[config.mk]
export PLATFORM = sky130hd
export DESIGN_NAME = wishbone_shared_bus
export DESIGN_NICKNAME = d
export VERILOG_FILES = /design/src/rtl/wishbone_shared_bus_pkg.sv /design/src/rtl/wishbone_shared_bus_addr_decoder.sv /design/src/rtl/wishbone_shared_bus.sv
export SDC_FILE = /design/constraint.sdc
export NUM_CORES = 1
export LEC_CHECK = 0
export ABC_CLOCK_PERIOD_IN_PS = 3140
export BUFFER_PORTS_ARGS = -buffer_cell sky130_fd_sc_hd__buf_2
export CORE_AREA = 3 3 208 210
export DETAILED_ROUTE_END_ITERATION = 10
export DIE_AREA = 0 0 211 213
export PLACE_DENSITY = 0.4
export SLEW_MARGIN = 20
export SYNTH_ARGS = -nofsm -noshare
export SYNTH_HDL_FRONTEND = slang
export SYNTH_SLANG_ARGS = --single-unit
[constraint.sdc]
create_clock -name CLK -period 3.14 [get_ports CLK]
set_clock_uncertainty 0.1 [all_clocks]
set_input_delay 0.471 -clock CLK [delete_from_list [all_inputs] [get_ports CLK]]
set_output_delay 0.471 -clock CLK [all_outputs]
set_load 0.03 [all_outputs]
[src/rtl/wishbone_shared_bus_pkg.sv]
// Shared types for the Wishbone shared-bus transfer controller.
// Transfer states, fan-out counts and grant helpers.
package wishbone_shared_bus_pkg;

  localparam int NUM_MASTERS = 4;
  localparam int NUM_SLAVES  = 4;
  localparam int TW          = 16;

  typedef enum logic [1:0] {
    ST_IDLE   = 2'd0,
    ST_ACTIVE = 2'd1,
    ST_RESP   = 2'd2
  } bus_state_e;

  function automatic logic is_onehot4(
    input logic [NUM_MASTERS-1:0] v
  );
    logic [NUM_MASTERS-1:0] vm1;
    vm1 = v - NUM_MASTERS'(1);
    return (v != '0) && ((v & vm1) == '0);
  endfunction

endpackage

[src/rtl/wishbone_shared_bus_addr_decoder.sv]
// Address decoder: one-hot slave select, lowest index wins.
// Flags addresses that hit no slave window.
module wb_addr_decoder
  import wishbone_shared_bus_pkg::*;
#(
  parameter int AW = 32,
  parameter logic [AW-1:0] S0_BASE = AW'(32'h0000_0000),
  parameter logic [AW-1:0] S1_BASE = AW'(32'h1000_0000),
  parameter logic [AW-1:0] S2_BASE = AW'(32'h2000_0000),
  parameter logic [AW-1:0] S3_BASE = AW'(32'h3000_0000),
  parameter logic [AW-1:0] S0_MASK = AW'(32'hF000_0000),
  parameter logic [AW-1:0] S1_MASK = AW'(32'hF000_0000),
  parameter logic [AW-1:0] S2_MASK = AW'(32'hF000_0000),
  parameter logic [AW-1:0] S3_MASK = AW'(32'hF000_0000)
) (
  input  logic [AW-1:0]         adr,
  output logic [NUM_SLAVES-1:0] sel,
  output logic [1:0]            idx,
  output logic                  miss
);

  localparam logic [AW-1:0] BASE [NUM_SLAVES] =
    '{S0_BASE, S1_BASE, S2_BASE, S3_BASE};
  localparam logic [AW-1:0] MASK [NUM_SLAVES] =
    '{S0_MASK, S1_MASK, S2_MASK, S3_MASK};

  logic [NUM_SLAVES-1:0] hit;

  always_comb begin
    hit = '0;
    for (int i = 0; i < NUM_SLAVES; i++)
      hit[i] = (adr & MASK[i]) == BASE[i];
  end

  // Walk downward so the lowest matching index is written last.
  always_comb begin
    sel  = '0;
    idx  = '0;
    miss = (hit == '0);
    for (int i = NUM_SLAVES - 1; i >= 0; i--) begin
      if (hit[i]) begin
        sel    = '0;
        sel[i] = 1'b1;
        idx    = 2'(i);
      end
    end
  end

endmodule

[src/rtl/wishbone_shared_bus.sv]
// Shared Wishbone bus behind a 4-master arbiter: mux, decode,
// response routing, no-response watchdog and unmapped error.
module wishbone_shared_bus
  import wishbone_shared_bus_pkg::*;
#(
  parameter int AW = 32,
  parameter int DW = 32,
  parameter logic [AW-1:0] S0_BASE = AW'(32'h0000_0000),
  parameter logic [AW-1:0] S1_BASE = AW'(32'h1000_0000),
  parameter logic [AW-1:0] S2_BASE = AW'(32'h2000_0000),
  parameter logic [AW-1:0] S3_BASE = AW'(32'h3000_0000),
  parameter logic [AW-1:0] S0_MASK = AW'(32'hF000_0000),
  parameter logic [AW-1:0] S1_MASK = AW'(32'hF000_0000),
  parameter logic [AW-1:0] S2_MASK = AW'(32'hF000_0000),
  parameter logic [AW-1:0] S3_MASK = AW'(32'hF000_0000),
  parameter int TIMEOUT = 255
) (
  input  logic                       CLK,
  input  logic                       RST_N,
  input  logic [NUM_MASTERS-1:0]     GNT_mux,
  input  logic                       CYC,
  input  logic [NUM_MASTERS-1:0]     M_STB_I,
  input  logic [NUM_MASTERS-1:0]     M_WE_I,
  input  logic [NUM_MASTERS*AW-1:0]  M_ADR_I,
  input  logic [NUM_MASTERS*DW-1:0]  M_DAT_I,
  input  logic [NUM_MASTERS*DW/8-1:0] M_SEL_I,
  output logic [DW-1:0]              M_DAT_O,
  output logic [NUM_MASTERS-1:0]     M_ACK_O,
  output logic [NUM_MASTERS-1:0]     M_ERR_O,
  output logic [NUM_SLAVES-1:0]      S_CYC_O,
  output logic [NUM_SLAVES-1:0]      S_STB_O,
  output logic                       S_WE_O,
  output logic [AW-1:0]              S_ADR_O,
  output logic [DW-1:0]              S_DAT_O,
  output logic [DW/8-1:0]            S_SEL_O,
  input  logic [NUM_SLAVES*DW-1:0]   S_DAT_I,
  input  logic [NUM_SLAVES-1:0]      S_ACK_I
);

  localparam int SW = DW / 8;

  bus_state_e state, state_n;

  logic [TW-1:0] cnt, cnt_n;
  logic [1:0]    g_q, s_q;

  logic          gnt_ok;
  logic [1:0]    g_sel;
  logic          m_stb;
  logic          m_we;
  logic [AW-1:0] m_adr;
  logic [DW-1:0] m_dat;
  logic [SW-1:0] m_sel;

  logic [NUM_SLAVES-1:0] dec_sel;
  logic [1:0]            dec_idx;
  logic                  dec_miss;

  logic          s_ack;
  logic [DW-1:0] s_rdata;
  logic          cnt_hit;

  logic req_go, req_miss;
  logic done_ack, done_err, drop;

  // Zero or multi-hot grant is treated as no request at all.
  always_comb begin
    gnt_ok = is_onehot4(GNT_mux);
    g_sel  = '0;
    if (gnt_ok) begin
      unique case (1'b1)
        GNT_mux[0]: g_sel = 2'd0;
        GNT_mux[1]: g_sel = 2'd1;
        GNT_mux[2]: g_sel = 2'd2;
        GNT_mux[3]: g_sel = 2'd3;
      endcase
    end
  end

  assign m_stb = M_STB_I[g_sel];
  assign m_we  = M_WE_I[g_sel];
  assign m_adr = M_ADR_I[g_sel*AW +: AW];
  assign m_dat = M_DAT_I[g_sel*DW +: DW];
  assign m_sel = M_SEL_I[g_sel*SW +: SW];

  wb_addr_decoder #(
    .AW      (AW),
    .S0_BASE (S0_BASE),
    .S1_BASE (S1_BASE),
    .S2_BASE (S2_BASE),
    .S3_BASE (S3_BASE),
    .S0_MASK (S0_MASK),
    .S1_MASK (S1_MASK),
    .S2_MASK (S2_MASK),
    .S3_MASK (S3_MASK)
  ) u_dec (
    .adr  (m_adr),
    .sel  (dec_sel),
    .idx  (dec_idx),
    .miss (dec_miss)
  );

  assign s_ack   = S_ACK_I[s_q];
  assign s_rdata = S_DAT_I[s_q*DW +: DW];
  assign cnt_hit = ({1'b0, cnt} + 17'd1) == 17'(TIMEOUT);

  always_comb begin
    state_n  = state;
    cnt_n    = '0;
    req_go   = 1'b0;
    req_miss = 1'b0;
    done_ack = 1'b0;
    done_err = 1'b0;
    drop     = 1'b0;
    unique case (state)
      ST_IDLE: begin
        if (CYC && gnt_ok && m_stb) begin
          if (dec_miss) begin
            req_miss = 1'b1;
            state_n  = ST_RESP;
          end else begin
            req_go  = 1'b1;
            state_n = ST_ACTIVE;
          end
        end
      end
      ST_ACTIVE: begin
        // ACK beats both abort and the watchdog.
        if (s_ack) begin
          done_ack = 1'b1;
          state_n  = ST_RESP;
        end else if (!CYC) begin
          drop    = 1'b1;
          state_n = ST_IDLE;
        end else if (cnt_hit) begin
          done_err = 1'b1;
          state_n  = ST_RESP;
        end else begin
          cnt_n = cnt + TW'(1);
        end
      end
      ST_RESP: state_n = ST_IDLE;
      default: state_n = ST_IDLE;
    endcase
  end

  always_ff @(posedge CLK or negedge RST_N) begin
    if (!RST_N) begin
      state <= ST_IDLE;
      cnt   <= '0;
    end else begin
      state <= state_n;
      cnt   <= cnt_n;
    end
  end

  always_ff @(posedge CLK or negedge RST_N) begin
    if (!RST_N) begin
      g_q     <= '0;
      s_q     <= '0;
      S_CYC_O <= '0;
      S_STB_O <= '0;
      S_WE_O  <= 1'b0;
      S_ADR_O <= '0;
      S_DAT_O <= '0;
      S_SEL_O <= '0;
      M_DAT_O <= '0;
      M_ACK_O <= '0;
      M_ERR_O <= '0;
    end else begin
      M_ACK_O <= '0;
      M_ERR_O <= '0;
      if (req_go || req_miss) begin
        g_q     <= g_sel;
        s_q     <= dec_idx;
        S_WE_O  <= m_we;
        S_ADR_O <= m_adr;
        S_DAT_O <= m_dat;
        S_SEL_O <= m_sel;
      end
      if (req_go) begin
        S_CYC_O <= dec_sel;
        S_STB_O <= dec_sel;
      end
      if (req_miss)
        M_ERR_O <= NUM_MASTERS'(1) << g_sel;
      if (done_ack || done_err || drop) begin
        S_CYC_O <= '0;
        S_STB_O <= '0;
      end
      if (done_ack) begin
        M_ACK_O <= NUM_MASTERS'(1) << g_q;
        if (!S_WE_O)
          M_DAT_O <= s_rdata;
      end
      if (done_err)
        M_ERR_O <= NUM_MASTERS'(1) << g_q;
    end
  end

endmodule

# [After elaboration in Yosys (flattened, before gate mapping)]
# Index checks and enable logic that the tools add are counted.
[word_totals] register_bits=135 input_bits=419 out_inout_bits=117 word_cells=92
[op_classes] n_addsub=3 n_lt_le_gt_ge=2 eq_ne=7 n_shift=6 n_mux=46 bitwise=2 reduce_logical=14
[ops] operator="$shiftx 128x8->32" count=3
[ops] operator="$mux 16" count=4
[ops] operator="$mux 4" count=9
[ops] operator="$logic_not 32->1" count=1
[ops] operator="$mux 2" count=10
[ops] operator="$mux 1" count=18
[ops] operator="$add 16x1->17 const B" count=1
[ops] operator="$eq 17x8->1 const B" count=1
[ops] operator="$add 16x1->16 const B" count=1
[ops] operator="$shiftx 16x5->4" count=1
[ops] operator="$eq 4x2->1 const B" count=2
[ops] operator="$logic_not 4->1" count=2
[ops] operator="$pmux 2 s4" count=1
[ops] operator="$shl 1x2->4 const A" count=2
[ops] operator="$bmux 1 s2" count=3
[ops] operator="$lt 2x3->1 const B" count=2
[ops] operator="$and 4x4->4" count=1
[ops] operator="$eq 4x1->1 const B" count=1
[ops] operator="$ne 4x4->1 const B" count=1
[ops] operator="$pmux 2 s2" count=1
[ops] operator="$reduce_and 2->1" count=2
[ops] operator="$reduce_bool 4->1" count=1
[ops] operator="$sub 4x1->4 const B" count=1
[ops] operator="$logic_and 1x1->1" count=3
[ops] operator="other kinds (6)" count=8

# [Longest topological paths before layout]
# Gate-level depths: netlist of run 1.
[depth] depth_word=13 mapped_depth=9 depth_no_buf=7

# [Hierarchy]
# A second synthesis of run 1 with hierarchy kept.
[unflattened] hier_cells=742 hier_area_um2=7602.3
[by_module_without_submodules] module="wishbone_shared_bus" n_inst=1 cells_per_inst=735 area_each_um2=7544.7 seq_area_each_um2=3378.2
[by_module_without_submodules] module="wb_addr_decoder" n_inst=1 cells_per_inst=7 area_each_um2=57.6 seq_area_each_um2=0.0

# [Worst setup path after synthesis of run 1]
# No wires, ideal clock.
[synth_timing] kind="register to register" start="register s_q[0]" end="register M_DAT_O[12]" setup_time_ps=125 arrival_time_ps=2293 required_ps=2915 setup_slack_ps=622 path_stages_with_launch=8 n_path_buf=3 period_less_slack_ps=2518 path_cell_list="dfrtp_1 > clkbuf_1 > mux4_2 > nand2_1 > or2_2 > clkbuf_1 > buf_1 > mux2_2"
[synth_via] elab_chain_cells=5 elab_cells_between_ends=6 cone_classes="shift (1); mux (4); reduce/logical (1)"
[synth_rtl] item="from (decl)" line="wishbone_shared_bus.sv:45" rtl="logic [1:0] g_q, s_q;"
[synth_rtl] item="from (signal assigned)" line="wishbone_shared_bus.sv:175" rtl="s_q <= dec_idx;"
[synth_rtl] item="branches (longest 5 deep; another with $shiftx 128x8->32)"
[synth_rtl] item="to (signal assigned)" line="wishbone_shared_bus.sv:194" rtl="M_DAT_O <= s_rdata;"
[synth_rtl] item="to (decl)" line="wishbone_shared_bus.sv:27" rtl="output logic [DW-1:0] M_DAT_O,"
# Parallel ways; which one is timed is not known. The select of a mux whose other input is x is not followed.
# A chain may end at the register's enable or synchronous reset.

# [Worst setup path in the final report of run 1]
[layout_timing] start="register cnt[2]" end="register cnt[6]"
[layout_via] elab_chain_cells=6 elab_cells_between_ends=7 cone_classes="add/sub (2); eq/ne (1); mux (4)"
[layout_rtl] item="from (decl)" line="wishbone_shared_bus.sv:44" rtl="logic [TW-1:0] cnt, cnt_n;"
[layout_rtl] item="from (signal assigned)" line="wishbone_shared_bus.sv:153" rtl="cnt <= cnt_n;"
[layout_rtl] item="$add 16x1->17" line="wishbone_shared_bus.sv:105" rtl="assign cnt_hit = ({1'b0, cnt} + 17'd1) == 17'(TIMEOUT);"
[layout_rtl] item="$eq 17x8->1" line="wishbone_shared_bus.sv:105"
[layout_rtl] item="$mux 16 (*)" line="wishbone_shared_bus.sv:135" rtl="end else if (cnt_hit) begin"
[layout_rtl] item="$mux 16 (*)" line="wishbone_shared_bus.sv:132" rtl="end else if (!CYC) begin"
[layout_rtl] item="$mux 16 (*)" line="wishbone_shared_bus.sv:129" rtl="if (s_ack) begin"
[layout_rtl] item="$mux 16 (*)" line="wishbone_shared_bus.sv:115" rtl="unique case (state)"
[layout_rtl] item="via cnt_n[6]" line="wishbone_shared_bus.sv:44"
# Mark *: on every way through the listed nets, which the timed path passes. The rest lies on a longest branch.

==> flow_metrics.tcl, run 1 <==
set metrics [dict create \
    grtUsageMet1 0.164 \
    ios 536 \
    port_buffers 535 \
    rsz0062_at_grt "no" \
    status "finished clean" \
    cts_tree "done" \
    ctsHoldBuffers 1 \
    grt_usage 0.142 \
    netlist_top_cells_count "dfrtp_1 (135), nor2_1 (90), nand2_1 (83), a222oi_1 (68), a31oi_1 (67)" \
    post-cts-setup-buffers 0 \
    grt_pass1_vias 8067 \
    drv_slew 0 \
    ant_nets 0 \
    yosysTopAreaCellShare 0.456 \
    grt_util_met2 0.254 \
    vias 7937 \
    fp.dieW_um 211 \
    netlist_instances 703 \
    cts.sinks 135 \
    antenna_found_initial 10 \
    tightest_slew_ns 0.815 \
    nets 1640 \
    clkTransAtPathRegs_ns 0.07 \
    core-area_sq_um 41800 \
    grt_busiest_layer "met2" \
    synth-xor-area-share 0.0201 \
    clk_latency_ns 0.44 \
    grt_start_max_net_pins 131 \
    final_cells 1777 \
    synth_compound_gate_area_share 0.185 \
    place_inst 1738 \
    critPathSlowestCell "dfrtp_1" \
    synth_top_family_by_area "compound AO/OA/AOI/OAI gates" \
    hpwlAfterDp_um 26800 \
    cts_buffer_depth 2 \
    synth_area_leaders "dfrtp_1 (46%), mux4_2 (10%), a222oi_1 (9.2%)" \
    die-area_sq_um 44900 \
    clk_root_buffer_cell "clkbuf_16" \
    max_stage_delay_ns 0.44 \
    wirelength_um 33500 \
    async_flop_share 1.00 \
    period_share 0.807 \
    layout_setup_ws_ns 0.605 \
    synthAdderAreaFrac 0.00338 \
    initial_core_util 0.177 \
    htreeDepth 4 \
    crit_chain "nand4_1 -> or3_1 -> a211oi_1 -> and2_1 -> a31o_2 -> nor2_1" \
    grt_overflow_total 0 \
    syn_area_per_cell_sq_um 10.5 \
    synth_nets 1124 \
    hold_path_class "input port to flop" \
    cts_resized 0 \
    tritoncts.num_buffers 17 \
    drc 0 \
    synth-simple-area-share 0.135 \
    leakage_nw 5.45 \
    synth_edf_count 0 \
    multi_input_area_sq_um 3740 \
    synth.area.mux_share 0.159 \
    end_kind "flop" \
    drive_gt1_frac 0.544 \
    grt_first_pass_wirelength_um 48400 \
    synth.most_common_cell "dfrtp_1" \
    hold_viol_final 0 \
    gp_congestion 0.773 \
    met3_usage 0.0470 \
    peakVddDrop_mv 0.284 \
    drt_iter0_drc 493 \
    avgRoutedWirePerCell_um 18.9 \
    timing.fmax_mhz 394 \
    worst_ep_arrival_time_ns 2.73 \
    rows 75 \
    yosysUniqueCellTypes 46 \
    pre_cts_ws_ns 0.414 \
    setup_viol 0 \
    relSlewSlack 0.456 \
    powerDensity_nw_per_um2 645 \
    n_fill_cell 4531 \
    ys_ff_latch 135 \
    min_period_ns 2.54 \
    syn_area_sq_um 7410 \
    drv_cap 0 \
    ff_latch_area_sq_um 3380 \
    cp-start-kind "flop" \
    yosysTopAreaCell "dfrtp_1" \
    tns_ns 0 \
    avgViaCountPerCell 4.47 \
    synthToLayoutAreaGrowth_pct 53.8 \
    firstDrtPassIters 7 \
    synth_ff_type "dfrtp_1" \
    yosysSeqAreaShare 0.456 \
    criticalPathCategory "flop to flop" \
    synth_warnings 0 \
    cp_max_fo 16 \
    required_ns 3.34 \
    die_y_um 213 \
]
## power breakdown
group          total [W]  leakage [nW]  switching [W]  internal, W
registers        0.00244          1.68       0.000256      0.00219
clock network    0.00215         0.292       0.000876      0.00128
logic            0.00274          3.48        0.00175     0.000992
total            0.00734          5.45        0.00288      0.00446
## registers in the layout, summed over array words and instances, names as in the netlist
signal / count
M_ACK_O: 4
M_DAT_O: 32
M_ERR_O: 4
S_ADR_O: 32
S_DAT_O: 32
S_SEL_O: 4
S_STB_O: 4
S_WE_O: 1
cnt: 16
g_q: 2
s_q: 2
state: 2
## layer usage
| metal | part of all wire | vias to the layer above |
|---|---|---|
| li1 | - | 3770 |
| met1 | 0.39 | 3759 |
| met2 | 0.51 | 369 |
| met3 | 0.082 | 31 |
| met4 | 0.012 | 8 |
| met5 | 0.0015 | - |
## cells in the final DEF (no fill, tap or decap), types with 3 or more instances in the layout
| master | Yosys | final |
|---|---|---|
| mux2_2 | 34 | 34 |
| nor2b_1 | 4 | 4 |
| nand2b_1 | 5 | 5 |
| or3_1 | 4 | 4 |
| a22o_1 | 3 | 3 |
| inv_6 | 0 | 4 |
| a222oi_1 | 68 | 68 |
| a31oi_1 | 67 | 67 |
| inv_1 | 7 | 7 |
| buf_12 | 0 | 3 |
| dfrtp_1 | 135 | 134 |
| clkinvlp_4 | 0 | 3 |
| nand3_1 | 13 | 13 |
| o21ai_0 | 17 | 17 |
| nand2_1 | 83 | 83 |
| nand4_1 | 5 | 5 |
| mux2i_1 | 5 | 5 |
| mux4_2 | 33 | 33 |
| buf_4 | 5 | 25 |
| buf_2 | 8 | 534 |
| nor4_1 | 4 | 4 |
| a211oi_1 | 3 | 3 |
| nor2_1 | 90 | 89 |
| diode_2 | 0 | 7 |
| bufinv_16 | 0 | 3 |
| xnor2_1 | 15 | 15 |
| a21oi_1 | 6 | 6 |
| clkbuf_16 | 0 | 17 |
| nor3_1 | 3 | 3 |
## final cells by class
cell class	instances	area share
Multi-Input combinational cell	494	0.328
Timing Repair Buffer	564	0.258
Clock buffer	18	0.0386
Sequential cell	135	0.297
Tap cell	539	0.0592
Clock inverter	13	0.0148
Antenna cell	7	0.00154
Inverter	7	0.00231
## metrics by stage
stage	total power (W)	util	hold WS, ns	area, sq um
2_1_floorplan	0.00415	-	0.0754	7410
3_3_place_gp	0.00526	0.257	0.349	10800
3_5_place_dp	0.00528	0.257	0.354	10800
4_1_cts	0.00750	0.272	0.144	11400
5_1_grt	0.00776	0.273	0.154	11400
6_report	0.00734	0.273	0.179	11400
## final timing paths
kind	startpoint	depth (start not counted)	endpoint	slack (ns)
worst max-delay path	cnt[2]$_DFF_PN0_	6	cnt[6]$_DFF_PN0_	0.60
max in group asynchronous	RST_N	3	M_ERR_O[2]$_DFF_PN0_	1.58
worst min register to register	state[1]$_DFFE_PN0P_	1	state[1]$_DFFE_PN0P_	0.36
worst max register to register	cnt[2]$_DFF_PN0_	6	cnt[6]$_DFF_PN0_	0.60
worst min-delay path	M_ADR_I[23]	3	S_ADR_O[23]$_DFFE_PN0P_	0.18
min in group asynchronous	RST_N	2	M_DAT_O[15]$_DFFE_PN0P_	0.44
## critical path: cells and delay by family (launching register included)
family	cells	cell delay, ns
AOI/OAI and AO/OA	2	0.83
DFF	1	0.44
and+or+nand+nor	4	1.01
## kinds of logic after synthesis
family / after synthesis
AND/OR/NAND/NOR: 228
AO/OA/AOI/OAI: 175
flip-flops: 135
buffers and inverters: 74
multiplexers: 72
XOR/XNOR: 17
adder cells (fa/ha/maj): 2
Power figures use the tool's default switching activity.
==> inputs of run 2 (changes only) <==
Settings changed: ABC_AREA set to 1, ABC_CLOCK_PERIOD_IN_PS 3140 to 2150, CORE_AREA 3 3 208 210 to 3 3 206 208, DIE_AREA 0 0 211 213 to 0 0 209 211, PLACE_DENSITY 0.4 to 0.45.
Clock period 3.14 ns to 2.15 ns, I/O delays scaled along.
==> run 2 against run 1 <==
Effect of this change:
- synthesized area rose by 11%
- global-route usage increased by 2.0 points
- sequential cell count stayed put
- clock power increased by 43%
- non-clock buffer count up 18
- largest cell class unchanged
- worst setup slack got worse by 0.54 ns
- die area down 1.9%
- combinational power is 130% higher
- power is 81% higher
- synthesized cell count rose by 45%
- fmax up 22%
- critical path depth grew 5
==> flow_metrics.tcl, run 2 <==
set metrics [dict create \
    yosysTopAreaCell "dfrtp_1" \
    multi_input_area_sq_um 4360 \
    clk_root_buffer_cell "clkbuf_16" \
    place_area_sq_um 11700 \
    async_flop_share 1.00 \
    worst_ep_arrival_time_ns 2.31 \
    cp-start-kind "flop" \
    peakVddDrop_mv 0.422 \
    core-area_sq_um 40700 \
    ff_latch_area_sq_um 3380 \
    hold_viol_final 0 \
    layout_common_cells "buf_2 (534), nand2_1 (173), dfrtp_1 (134), nor2_1 (97), nand3_1 (83)" \
    yosysTopAreaCellShare 0.409 \
    die_y_um 211 \
    layout_setup_ws_ns 0.0660 \
    required_ns 2.38 \
    syn_area_per_cell_sq_um 8.10 \
    period_share 0.969 \
    timing.fmax_mhz 480 \
    avgViaCountPerCell 4.56 \
    nets 1959 \
    p_sw_frac 0.435 \
    tns_ns 0 \
    antenna_found_initial 7 \
    netlist_instances 1018 \
    synth.most_common_cell "nand2_1" \
    clk_latency_ns 0.44 \
    grt_start_max_net_pins 71 \
    min_period_ns 2.08 \
    combPwrFrac 0.469 \
    cp_max_fo 6 \
    hold_path_class "input port to flop" \
    ios 536 \
    wirelength_um 36800 \
    largestRegisters "M_DAT_O x32, S_ADR_O x32, S_DAT_O x32" \
    clkPwrFrac 0.232 \
    ys_ff_latch 135 \
    firstDrtPassIters 5 \
    vias 9504 \
    initial_core_util 0.203 \
    netlist_top_cells_count "nand2_1 (178), dfrtp_1 (135), nor2_1 (104), nand3_1 (89), nand4_1 (73)" \
    hpwlAfterDp_um 29100 \
    rows 74 \
    avgRoutedWirePerCell_um 17.7 \
    setup_viol 0 \
    p_sw_w 0.00577 \
    place_inst 2049 \
    cts_tree "done" \
    yosysSeqAreaShare 0.409 \
    synthToLayoutAreaGrowth_pct 50.7 \
    synth_area_leaders "dfrtp_1 (41%), nand2_1 (8.1%), a22oi_1 (6.0%)" \
    p_int_w 0.00750 \
    drive_gt1_frac 0.446 \
    final_cell_area_sq_um 12400 \
    synth_ff_type "dfrtp_1" \
    wl_met2_um 18400 \
    clkTransAtPathRegs_ns 0.06 \
    tritoncts.num_buffers 17 \
    criticalPathCategory "flop to flop" \
    wl_met3_um 2630 \
    gp_congestion 0.886 \
    end_kind "flop" \
    port_buffers 535 \
    drv_cap 0 \
    leakage_nw 6.09 \
    rsz0062_at_grt "yes" \
    grt_overflow_total 0 \
    final_cells 2085 \
    status "finished clean" \
    grt_pass1_vias 9575 \
    syn_area_sq_um 8250 \
    relSlewSlack 0.597 \
    wl_met1_um 14700 \
    yosysUniqueCellTypes 36 \
    drv_slew 0 \
    pre_cts_ws_ns -0.0265 \
    ant_nets 0 \
    cts.sinks 135 \
    p_seq_frac 0.300 \
    drc 0 \
    routed.top_layer "met5" \
    grt_usage 0.161 \
    synth_edf_count 0 \
    tightest_slew_ns 0.599 \
    fp.dieW_um 209 \
    die-area_sq_um 44100 \
    grt_first_pass_wirelength_um 55400 \
    final_common_cell "buf_2" \
    synth_nets 1439 \
    n_fill_cell 4519 \
    synth_warnings 0 \
    htreeDepth 4 \
    powerDensity_nw_per_um2 1070 \
    cts_buffer_depth 2 \
    drt_iter0_drc 465 \
]
run 2: what timing repair did:
action / in CTS / in global routing
endpoints found under the hold margin: 135 / 0
resized for setup: 0 / 26
endpoints found under the setup margin: 0 / 24
hold buffers: 1 / 0
buffers inserted: 0 / 1
run 2: cell type report:
| type | count | area share |
|---|---|---|
| flip-flops and latches | 135 | 0.272 |
| clock inverters | 11 | 0.0120 |
| diodes | 2 | 0.000402 |
| inverters | 51 | 0.0155 |
| clock buffers | 21 | 0.0362 |
| multi-input cells | 751 | 0.350 |
| well taps | 532 | 0.0535 |
| repair buffers | 582 | 0.260 |
run 2: through the flow:
step	utilization	hold slack (ns)	power [W]
floorplan	-	-0.0731	0.00787
global placement	0.288	0.0167	0.0103
detailed placement	0.288	0.0140	0.0103
CTS	0.303	0.0411	0.0135
global route	0.305	0.0533	0.0141
finish	0.305	0.0757	0.0133
run 2: worst paths after layout:
kind,start,endpoint,slack (ns),cells after the start
max reg2reg,cnt[1]$_DFF_PN0_,state[0]$_DFFE_PN0P_,0.07,11
min,CYC,cnt[14]$_DFF_PN0_,0.08,3
min reg2reg,S_ADR_O[12]$_DFFE_PN0P_,S_ADR_O[12]$_DFFE_PN0P_,0.38,1
max in group asynchronous,RST_N,S_DAT_O[10]$_DFFE_PN0P_,1.20,3
min in group asynchronous,RST_N,M_DAT_O[5]$_DFFE_PN0P_,0.14,2
max,cnt[1]$_DFF_PN0_,state[0]$_DFFE_PN0P_,0.07,11
run 2: logic make-up after synthesis:
logic type	share of synthesized area
simple gates	0.256
fa+ha+maj	0.00303
buf+inv	0.0725
mux	0.0573
xor+xnor	0.00212
flops	0.409
compound gates	0.199
run 2: routing by layer:
metal | track usage | vias up
li1 | - | 4634
met2 | 0.281 | 417
met1 | 0.195 | 4401
met5 | 0 | -
met4 | 0.0626 | 4
met3 | 0.0371 | 48
run 2: power by group through the flow:
| stage | logic (W) | registers, W | clock network [W] |
|---|---|---|---|
| after global placement | 0.00628 | 0.00400 | 0 |
| after CTS | 0.00631 | 0.00399 | 0.00321 |
| final | 0.00622 | 0.00397 | 0.00307 |
| after floorplan | 0.00213 | 0.00575 | 0 |
| after detailed placement | 0.00629 | 0.00403 | 0 |
| after global routing | 0.00664 | 0.00411 | 0.00330 |
run 2: critical path, cell delays in order, from the launching register on:
cell,delay (ns)
dfrtp_1,0.39
ha_2,0.23
nand2_4,0.07
nor2_2,0.12
nand3_1,0.09
nand2_1,0.10
nand2_1,0.05
nor2_1,0.13
nand3_2,0.17
o21ai_4,0.30
buf_6,0.17
nand2_1,0.05
==> inputs of run 3 (changes only) <==
Settings changed: SETUP_SLACK_MARGIN set to 0.1.
==> run 3 against run 2 <==
Effect of this change:
- combinational power about the same
- clock power about the same
- wire length increased by 1.7%
- critical endpoint is now cnt[7]$_DFF_PN0_
- first-iteration DRC count increased by 15%
- via count increased by 0.92%
- non-clock buffer count increased by 8
- largest power group unchanged
- largest cell class unchanged
==> flow_metrics.tcl, run 3 (synthesis gave the netlist of run 2 again) <==
set metrics [dict create \
    status "finished clean" \
    initial_core_util 0.203 \
    leakage_nw 6.16 \
    drv_cap 0 \
    avgRoutedWirePerCell_um 17.9 \
    crit_start "cnt[1]$_DFF_PN0_" \
    tightest_slew_ns 0.577 \
    hpwlAfterDp_um 29100 \
    drv_slew 0 \
    grt_first_pass_wirelength_um 55600 \
    largestRegisters "M_DAT_O x32, S_ADR_O x32, S_DAT_O x32" \
    rr_startpoint "cnt[1]$_DFF_PN0_" \
    htreeDepth 4 \
    die-area_sq_um 44100 \
    final_cell_area_sq_um 12600 \
    clk_latency_ns 0.44 \
    required_ns 2.38 \
    rrSetupSlack_ns 0.07 \
    cts.sinks 135 \
    cp_max_fo 7 \
    rows 74 \
    vias 9591 \
    avgViaCountPerCell 4.58 \
    whs_endpoint "cnt[14]$_DFF_PN0_" \
    peakVddDrop_mv 0.446 \
    tritoncts.num_buffers 17 \
    wirelength_um 37400 \
    hold_viol_final 0 \
    multi_input_area_sq_um 4470 \
    critPathSlowestCell "dfrtp_1" \
    crit_top_cell "nand2_4" \
    max_stage_delay_ns 0.43 \
    hold_path_startpoint "CYC" \
    relSlewSlack 0.611 \
    worstReg2RegEnd "cnt[7]$_DFF_PN0_" \
    gp_congestion 0.886 \
    holdPathStages 3 \
    clkTransAtPathRegs_ns 0.06 \
    ant_nets 0 \
    nets 1967 \
    end_kind "flop" \
    period_share 0.970 \
    min_period_ns 2.08 \
    ios 536 \
    drc 0 \
    synthToLayoutAreaGrowth_pct 53.2 \
    place_area_sq_um 11700 \
    grt_pass1_vias 9614 \
    place_inst 2049 \
    grt_start_max_net_pins 71 \
    powerDensity_nw_per_um2 1050 \
    firstDrtPassIters 5 \
    final_common_cell "buf_2" \
    timing.fmax_mhz 480 \
    criticalPathCategory "flop to flop" \
    die_y_um 211 \
    cts_buffer_depth 2 \
    layout_common_cells "buf_2 (534), nand2_1 (169), dfrtp_1 (132), nor2_1 (92), nand3_1 (84)" \
    ff_latch_area_sq_um 3380 \
    drt_iter0_drc 536 \
    grt_usage 0.162 \
    drive_gt1_frac 0.460 \
    rsz0062_at_grt "yes" \
    grt_overflow_total 0 \
    fp.dieW_um 209 \
    setup_viol 0 \
    cts_tree "done" \
    n_fill_cell 4506 \
    crit_chain "ha_4 -> nand2_4 -> nor2_4 -> nand2_2 -> o21ai_1 -> nand2_1 -> nor2_2 -> nand2_4 -> o21ai_4 -> buf_6 -> a21oi_2" \
    core-area_sq_um 40700 \
    final_cells 2093 \
    clk_root_buffer_cell "clkbuf_16" \
    worst_ep_arrival_time_ns 2.31 \
    cp-start-kind "flop" \
    antenna_found_initial 6 \
    hold_path_class "input port to flop" \
    port_buffers 535 \
    reg2reg_depth 11 \
]
==> run 3: cell count changes in the layout (fill, tap and decap cells not counted), sizes merged <==
cell / delta
clkbuf: +1
inv: +1
buf: +7
clkinv: -1
==> run 3: area by class of cell <==
class                           instances  area share
Sequential cell                       135       0.267
Inverter                               51      0.0154
Clock inverter                         11      0.0118
Antenna cell                            2    0.000396
Clock buffer                           21      0.0356
Tap cell                              532      0.0526
Multi-Input combinational cell        751       0.353
Timing Repair Buffer                  590       0.263
==> run 3: worst max-delay path by stage <==
| stage | to | cells past startpoint | slack (ns) |
|---|---|---|---|
| global route | state[0]$_DFFE_PN0P_ | 11 | -0.08 |
| floorplan | state[0]$_DFFE_PN0P_ | 11 | 0.22 |
| finish | cnt[7]$_DFF_PN0_ | 11 | 0.07 |
| detailed placement | S_DAT_O[23]$_DFFE_PN0P_ | 14 | -0.03 |
| CTS | state[0]$_DFFE_PN0P_ | 11 | 0.07 |
| global placement | M_ERR_O[3]$_DFF_PN0_ | 15 | -0.05 |
==> run 3: metrics by stage <==
stage,TNS (ns),hold slack [ns],utilization,setup slack [ns],power (W)
5_1_grt,-1.28,0.0533,0.310,-0.0830,0.0141
2_1_floorplan,0,-0.0731,-,0.222,0.00787
4_1_cts,0,0.0411,0.305,0.0726,0.0135
6_report,0,0.0742,0.310,0.0654,0.0133
3_3_place_gp,-0.126,0.0167,0.288,-0.0526,0.0103
3_5_place_dp,-0.0928,0.0140,0.288,-0.0265,0.0103
==> run 3: what timing repair did <==
| action | 4_1_cts | 5_1_grt |
|---|---|---|
| endpoints found under the hold margin | 135 | 0 |
| cloned | 0 | 2 |
| hold buffers | 1 | 0 |
| endpoints found under the setup margin | 21 | 56 |
| pin swaps | 5 | 21 |
| buffers inserted | 3 | 4 |
| gates resized for setup | 15 | 42 |
==> run 3: power by group <==
part | leakage (nW) | internal [W] | switching [W] | total [W]
clock network | 0.284 | 0.00186 | 0.00122 | 0.00308
logic | 4.19 | 0.00219 | 0.00404 | 0.00623
registers | 1.68 | 0.00345 | 0.000523 | 0.00398
==> run 3: worst max-delay path, delay by kind of cell, from the launching register on <==
family          cells  cell delay, ns
simple gates        6            0.66
flops               1            0.43
compound gates      3            0.42
fa+ha+maj           1            0.18
buf+inv             1            0.17
==> run 3: per-layer routing <==
metal,vias up,GRT usage,wire (um)
li1,4646,-,-
met1,4464,0.195,14800
met2,425,0.282,18900
met3,52,0.0371,2650
met4,4,0.0626,1110
met5,-,0,27
